--- src/rtl/lp_col_ctr.sv ---
// lp_col_ctr -- LP20-family printer column counter.
//
// Tracks the print column between the character decoder and the printer
// interface. It provides a programmable carriage limit and multi-cycle
// hardware tab expansion. It also detects carriage overflow: an advance
// attempted while the column is already at the limit.
//
// Build option (macro LP_COL_CTR_AUTOWRAP_EN):
//   defined   - an overflow wraps the column to 0 and pulses wrapREQ.
//   undefined - an overflow leaves the column where it is; wrapREQ stays 0.
//   In both builds an overflow sets the sticky ovfl flag and ends any tab.
//
// Parameters:
//   CW       counter/limit width in bits (2..16)
//   TABSTOP  tab stop spacing, a power of two (2..2**(CW-1))
//
// Ports:
//   clk, rst   clock; asynchronous active-high reset
//   lpINIT     synchronous initialise (same effect as rst)
//   lpDATAI    36-bit bus data; only [CW-1:0] is used by register writes
//   cctrWRITE  load the column from lpDATAI
//   limWRITE   load the limit from lpDATAI
//   lpCLRCCTR  carriage return: clear the column and abort any tab
//   lpINCCCTR  advance one column for a printable character
//   lpTAB      start tab expansion to the next stop
//   regCCTR    current column
//   regLIM     last legal column (carriage width - 1)
//   busy       tab expansion in progress
//   spcSTB     one-cycle pulse per column emitted by tab expansion
//   ovfl       sticky carriage-overflow flag
//   wrapREQ    one-cycle pulse when an auto-wrap occurred (line feed needed)
module lp_col_ctr #(
  parameter int CW      = 8,
  parameter int TABSTOP = 8
) (
  input  logic          clk,
  input  logic          rst,
  input  logic          lpINIT,
  input  logic [35:0]   lpDATAI,
  input  logic          cctrWRITE,
  input  logic          limWRITE,
  input  logic          lpCLRCCTR,
  input  logic          lpINCCCTR,
  input  logic          lpTAB,
  output logic [CW-1:0] regCCTR,
  output logic [CW-1:0] regLIM,
  output logic          busy,
  output logic          spcSTB,
  output logic          ovfl,
  output logic          wrapREQ
);

  localparam int TAB_BITS = $clog2(TABSTOP);

  typedef enum logic {IDLE = 1'b0, TAB = 1'b1} state_t;

  state_t        state, state_next;
  logic [CW-1:0] cctr_next, lim_next, col_plus1, data_word;
  logic          spc_next, ovfl_next, wrap_next, do_advance;
  logic          unused_data_bits;

  assign data_word        = lpDATAI[CW-1:0];
  assign unused_data_bits = ^lpDATAI[35:CW];
  assign col_plus1        = regCCTR + 1'b1;
  assign busy             = (state == TAB);

  // Next-state and next-output logic. Priority order:
  //   lpINIT > lpCLRCCTR > cctrWRITE > tab step > lpINCCCTR.
  // A tab start in IDLE outranks a same-cycle printable character.
  // limWRITE is independent of this chain; only lpINIT overrides it.
  always_comb begin
    state_next = state;
    cctr_next  = regCCTR;
    lim_next   = regLIM;
    ovfl_next  = ovfl;
    spc_next   = 1'b0;
    wrap_next  = 1'b0;
    do_advance = 1'b0;

    if (limWRITE) lim_next = data_word;

    if (lpINIT) begin
      state_next = IDLE;
      cctr_next  = '0;
      lim_next   = '1;
      ovfl_next  = 1'b0;
    end else if (lpCLRCCTR) begin
      state_next = IDLE;
      cctr_next  = '0;
      ovfl_next  = 1'b0;
    end else if (cctrWRITE) begin
      state_next = IDLE;
      cctr_next  = data_word;
      ovfl_next  = 1'b0;
    end else if (state == TAB) begin
      do_advance = 1'b1;
    end else if (lpTAB) begin
      state_next = TAB;
    end else if (lpINCCCTR) begin
      do_advance = 1'b1;
    end

    // A column strictly below the limit advances normally, so the
    // increment can never carry out of CW bits. At or past the limit
    // the advance becomes an overflow event instead, which never
    // produces a space strobe; this keeps spcSTB and wrapREQ exclusive.
    if (do_advance) begin
      if (regCCTR < regLIM) begin
        cctr_next = col_plus1;
        if (state == TAB) begin
          spc_next = 1'b1;
          if (col_plus1[TAB_BITS-1:0] == '0) state_next = IDLE;
        end
      end else begin
        ovfl_next  = 1'b1;
        state_next = IDLE;
`ifdef LP_COL_CTR_AUTOWRAP_EN
        cctr_next  = '0;
        wrap_next  = 1'b1;
`else
        cctr_next  = regCCTR;
        wrap_next  = 1'b0;
`endif
      end
    end
  end

  // State and output registers; an asynchronous reset aborts any tab at once.
  always_ff @(posedge clk or posedge rst) begin
    if (rst) begin
      state   <= IDLE;
      regCCTR <= '0;
      regLIM  <= '1;
      spcSTB  <= 1'b0;
      ovfl    <= 1'b0;
      wrapREQ <= 1'b0;
    end else begin
      state   <= state_next;
      regCCTR <= cctr_next;
      regLIM  <= lim_next;
      spcSTB  <= spc_next;
      ovfl    <= ovfl_next;
      wrapREQ <= wrap_next;
    end
  end

endmodule

--- config.mk ---
export PLATFORM = sky130hd
export DESIGN_NAME = lp_col_ctr
export DESIGN_NICKNAME = d
export VERILOG_FILES = /design/src/rtl/lp_col_ctr.sv
export SDC_FILE = /design/constraint.sdc
export NUM_CORES = 1
export LEC_CHECK = 0
export ABC_AREA = 1
export BUFFER_PORTS_ARGS = -buffer_cell sky130_fd_sc_hd__buf_2
export CORE_ASPECT_RATIO = 0.6
export CORE_MARGIN = 5
export CORE_UTILIZATION = 37
export DETAILED_ROUTE_END_ITERATION = 12
export PLACE_DENSITY = 0.68
export SLEW_MARGIN = 10
export SYNTH_ARGS = -nofsm -noshare
export SYNTH_HDL_FRONTEND = slang
export SYNTH_SLANG_ARGS = --single-unit
--- constraint.sdc ---
create_clock -name clk -period 4.3 [get_ports clk]
set_input_delay 0.215 -clock clk [delete_from_list [all_inputs] [get_ports clk]]
set_output_delay 0.215 -clock clk [all_outputs]
set_load 0.005 [all_outputs]
=== Yosys cells after proc, flatten, opt, wreduce, memory -nomap -nowiden ===
Index checks and enable logic that the tools add are counted.

* Input port bits: 44
* Memory bits (writable): 0
* ROM bits: 0
* Latch bits: 0
* Memories: 0
* Output and inout port bits: 20
* Logic and storage cells: 42
* Flip-flop bits (word level): 19

* Shifts and indexed selects: 0
* Eq/ne operators: 1
* Add/subtract/negate cells: 1
* Reductions and logical operators: 4
* $lt $le $gt $ge: 1
* Bitwise logic cells: 0
* Mux-type cells: 30
* Divide/modulo/power cells: 0
* Multipliers: 0

{| class="wikitable"
|+ Operators by type and width
! cell !! number
|-
| 8-bit 2-to-1 mux || 7
|-
| 1-bit 2-to-1 mux || 23
|-
| 8-bit by 1-bit adder with 8-bit output, second input constant || 1
|-
| 8-bit less-than comparator || 1
|-
| 4-bit nonzero test || 1
|-
| 3-bit zero test || 1
|-
| 2-bit by 1-bit != test with 1-bit output, second input constant || 1
|-
| 2-bit AND reduction || 1
|-
| 2-bit nonzero test || 1
|}

=== Depth between registers and ports, before layout ===
* Depth in word-level cells: 9
* Mapped depth: 11
* Depth with buffers taken out: 11

=== Least setup slack after synthesis ===
No wires, ideal clock.

* Path kind: register -> register
* Start: reg regLIM[7]
* End: reg regCCTR[4]
* Setup time: 0.065 ns
* Arrival time: 1.542 ns
* Data required time: 4.235 ns
* Path slack: 2.692 ns
* Period minus slack after synthesis: 1.608 ns
* Stages on the path, launching flop included: 11
* Path buffers: 0
* Cells stage by stage: dfstp_2 -> inv_1 -> ha_1 -> nand2_1 -> inv_1 -> nor2_1 -> o21a_1 -> nand3_2 -> nand2_2 -> nand2_1 -> nand2_1

* Longest elaborated chain between the ends: 3

{| class="wikitable"
|+ Ends and longest elaborated chain
! element !! RTL line !! source
|-
| from (decl) || 46 || <nowiki>output logic [CW-1:0] regLIM,</nowiki>
|-
| from (signal assigned) || 140 || <nowiki>regLIM <= lim_next;</nowiki>
|-
| 8-bit less-than comparator || 108 || <nowiki>if (regCCTR < regLIM) begin</nowiki>
|-
| 2-bit by 1-bit != test with 1-bit output (no source line) || -- ||
|-
| 2-bit AND reduction (no source line) || -- ||
|-
| to (signal assigned) || 139 || <nowiki>regCCTR <= cctr_next;</nowiki>
|-
| to (decl) || 45 || <nowiki>output logic [CW-1:0] regCCTR,</nowiki>
|}

Every way passes these cells.
A chain may end at the register's enable or synchronous reset.

=== Final worst setup path ===
Same ends and word-level chain as after synthesis.

==> results.toml <==
[power]
finalPower_mw = 0.400
clkPwrFrac = 0.319
swShare = 0.287
seq_power_share = 0.506
p_int_mw = 0.285
ir_worst_vdd_mv = 0.134
p_per_area_nw_per_um2 = 269
p_sw_mw = 0.115
power_frac_comb = 0.175
total_leakage_power_nw = 0.861

[synthesis]
synth-seq-cells = 19
synth.distinct_cells = 25
syn_area_per_cell_um2 = 7.51
syn_area_um2 = 1250
synth_warnings = 0
syn-num-nets = 220
synthCells = 167
yosysSeqAreaShare = 0.387

[global_route]
grt_max_degree = 20
gr-usage-all-layers = 0.142
grt_pass1_vias = 1014
grt_pass1_wl_um = 5060
grt_overflow = 0
grt_antenna_before_repair = 0

[routing]
firstDrtPassIters = 4
postRouteAntennaNets = 0
drt_first_iter_violations = 45
wl_um = 3190
routed_via_density = 4.84
drc = 0
avgRoutedWirePerCell_um = 13.0
num_vias = 1186

[floorplanning]
fp.dieH_um = 55.1
die_x_um = 85.2
pin_count = 64
initial_core_util = 0.385
coreArea_um2 = 3260
die-area_um2 = 4690
rows = 16

[sta]
min_period_over_period = 0.431
setup_tns_ns = 0
skew_ns = 0.00607
layout_min_cycle_time_ns = 1.86
holdWs_ns = 0.0740
hold_viol_final = 0
relSlewSlack = 0.506
report.final.slew_viol_count = 0
setup_ws_ns = 2.44
rsz0062_at_grt = "no"
fmax_ghz = 0.539
setup_violations = 0
worst_slew_pin_slew_ns = 0.740

[setup_path]
crit_type = "reg2reg"
critPathBufInv = 2
worstPathMaxFanout = 9
cp-end-kind = "flip-flop"
slowest_stage = "dfstp_2"
crit_chain = "inv_1 -> ha_1 -> nand2_1 -> inv_1 -> nor2_1 -> o21a_1 -> nand3_2 -> nand2_2 -> nand2_1 -> nand2_1"
slowest_delay_ns = 0.53
required_ns = 4.50
startpoint_type = "flip-flop"
crit_top_cell = "nand2_1"
crit_family = "simple AND/OR/NAND/NOR gates"
critPathArrivalTime_ns = 2.06

[final_layout]
n_antenna_cell = 0
final_util = 0.455
final_area_um2 = 1490
final_cells = 245
fin_nets = 254
syn2layout_area_growth_pct = 18.3
drive_gt1_frac = 0.265

[clock_network]
h-tree-depth = 1
clock_sink_count = 19
ctsHoldBuffers = 0
numCtsBuffers = 3
cts_tree = "built"
cts_resized = 0
cts_root_buf = "clkbuf_8"
path_clk_slew_ns = 0.08
clk_latency_ns = 0.26
post_cts_buffers = 0
clk_path_buf_depth = 2

[hold_path]
hold_path.class = "in2async"

[place]
place_area_um2 = 1440
portBuffers = 34
placed_cells = 241
dp_hpwl_um = 2470
pre_cts_ws_ns = 2.45
gp_congestion = 0.784

[run_status]
outcome = "completed"

[flow_run]
maxCapViolCount = 0
==> worst register-to-register path: cells and delay by family (launching register included) <==
kind	cells	cell delay [ns]
compound gates	1	0.18
simple gates	6	0.71
flops	1	0.53
fa+ha+maj	1	0.28
buf+inv	2	0.08
==> per-layer routing <==
layer,GRT usage,vias to the layer above,wire (um)
met5,0,-,0
met4,0.0158,0,8
met3,0.0414,2,316
met2,0.187,49,1210
met1,0.226,526,1650
li1,-,609,-
==> power by group through the flow <==
stage	registers (mW)	clock network [mW]	logic, mW
detailed placement	0.205	0	0.0705
floorplan	0.205	0	0.0427
global placement	0.205	0	0.0693
finish	0.202	0.128	0.0702
CTS	0.202	0.132	0.0710
global route	0.204	0.141	0.0807
==> layout make-up <==
cell class                      instances  area, um^2
Fill cell                             354        1780
Multi-Input combinational cell        120         641
Sequential cell                        19         485
Timing Repair Buffer                   34         170
Inverter                               23        87.6
Tap cell                               45        56.3
Clock buffer                            4        45.0
==> placed cells by master (no fill, tap or decap), types with 2 or more instances in the layout <==
| cell | count |
|---|---|
| nand2_2 | 2 |
| dfstp_2 | 8 |
| dfrtp_1 | 11 |
| o21ai_0 | 9 |
| buf_2 | 34 |
| nand2_1 | 46 |
| nor2_1 | 5 |
| o21ai_1 | 6 |
| nand3_1 | 21 |
| a21oi_1 | 13 |
| inv_1 | 21 |
| clkbuf_8 | 3 |
| ha_1 | 9 |
==> final timing paths <==
kind | from | endpoint | slack [ns] | cells past startpoint
min in group clk | lpDATAI[0] | regLIM[0] | 0.22 | 3
worst min-delay path | rst | regCCTR[2] | 0.07 | 2
worst max-delay path | regLIM[7] | regCCTR[4] | 2.44 | 10
worst max register to register | regLIM[7] | regCCTR[4] | 2.44 | 10
max in group asynchronous | rst | regCCTR[7] | 3.76 | 2
worst min register to register | ovfl | ovfl | 0.49 | 2
==> flip-flops by register name, indices dropped and copies added (netlist names) <==
register and flops:
spcSTB 1, regLIM 8, ovfl 1, busy 1
regCCTR 8
==> kinds of logic (layout without fill, tap and decap cells) <==
kind of cell | after synthesis | count (layout) | share of synthesized area
adder cells (fa/ha/maj) | 9 | 9 | 0.0897
AND/OR/NAND/NOR | 80 | 80 | 0.293
XOR/XNOR | 1 | 1 | 0.00698
buffers and inverters | 28 | 61 | 0.103
flip-flops | 19 | 19 | 0.387
AO/OA/AOI/OAI | 29 | 29 | 0.118
other | 1 | 1 | 0.00299
==> synth_stat cells, drive strengths merged <==
cell     n  area share
clkbuf   1      0.0030
nand3   22       0.092
o21ai   15       0.060
a21oi   13       0.052
nand4    1      0.0050
nand2   49        0.16
xnor2    1      0.0070
buf      4       0.030
o21a     1      0.0060
nor3     1      0.0040
ha       9       0.090
conb     1      0.0030
or2      1      0.0050
inv     22       0.066
dfstp    8        0.17
dfrtp   11        0.22
clkinv   1      0.0040
nor2     6       0.031
No activity file was read; power rests on OpenSTA's default activity.
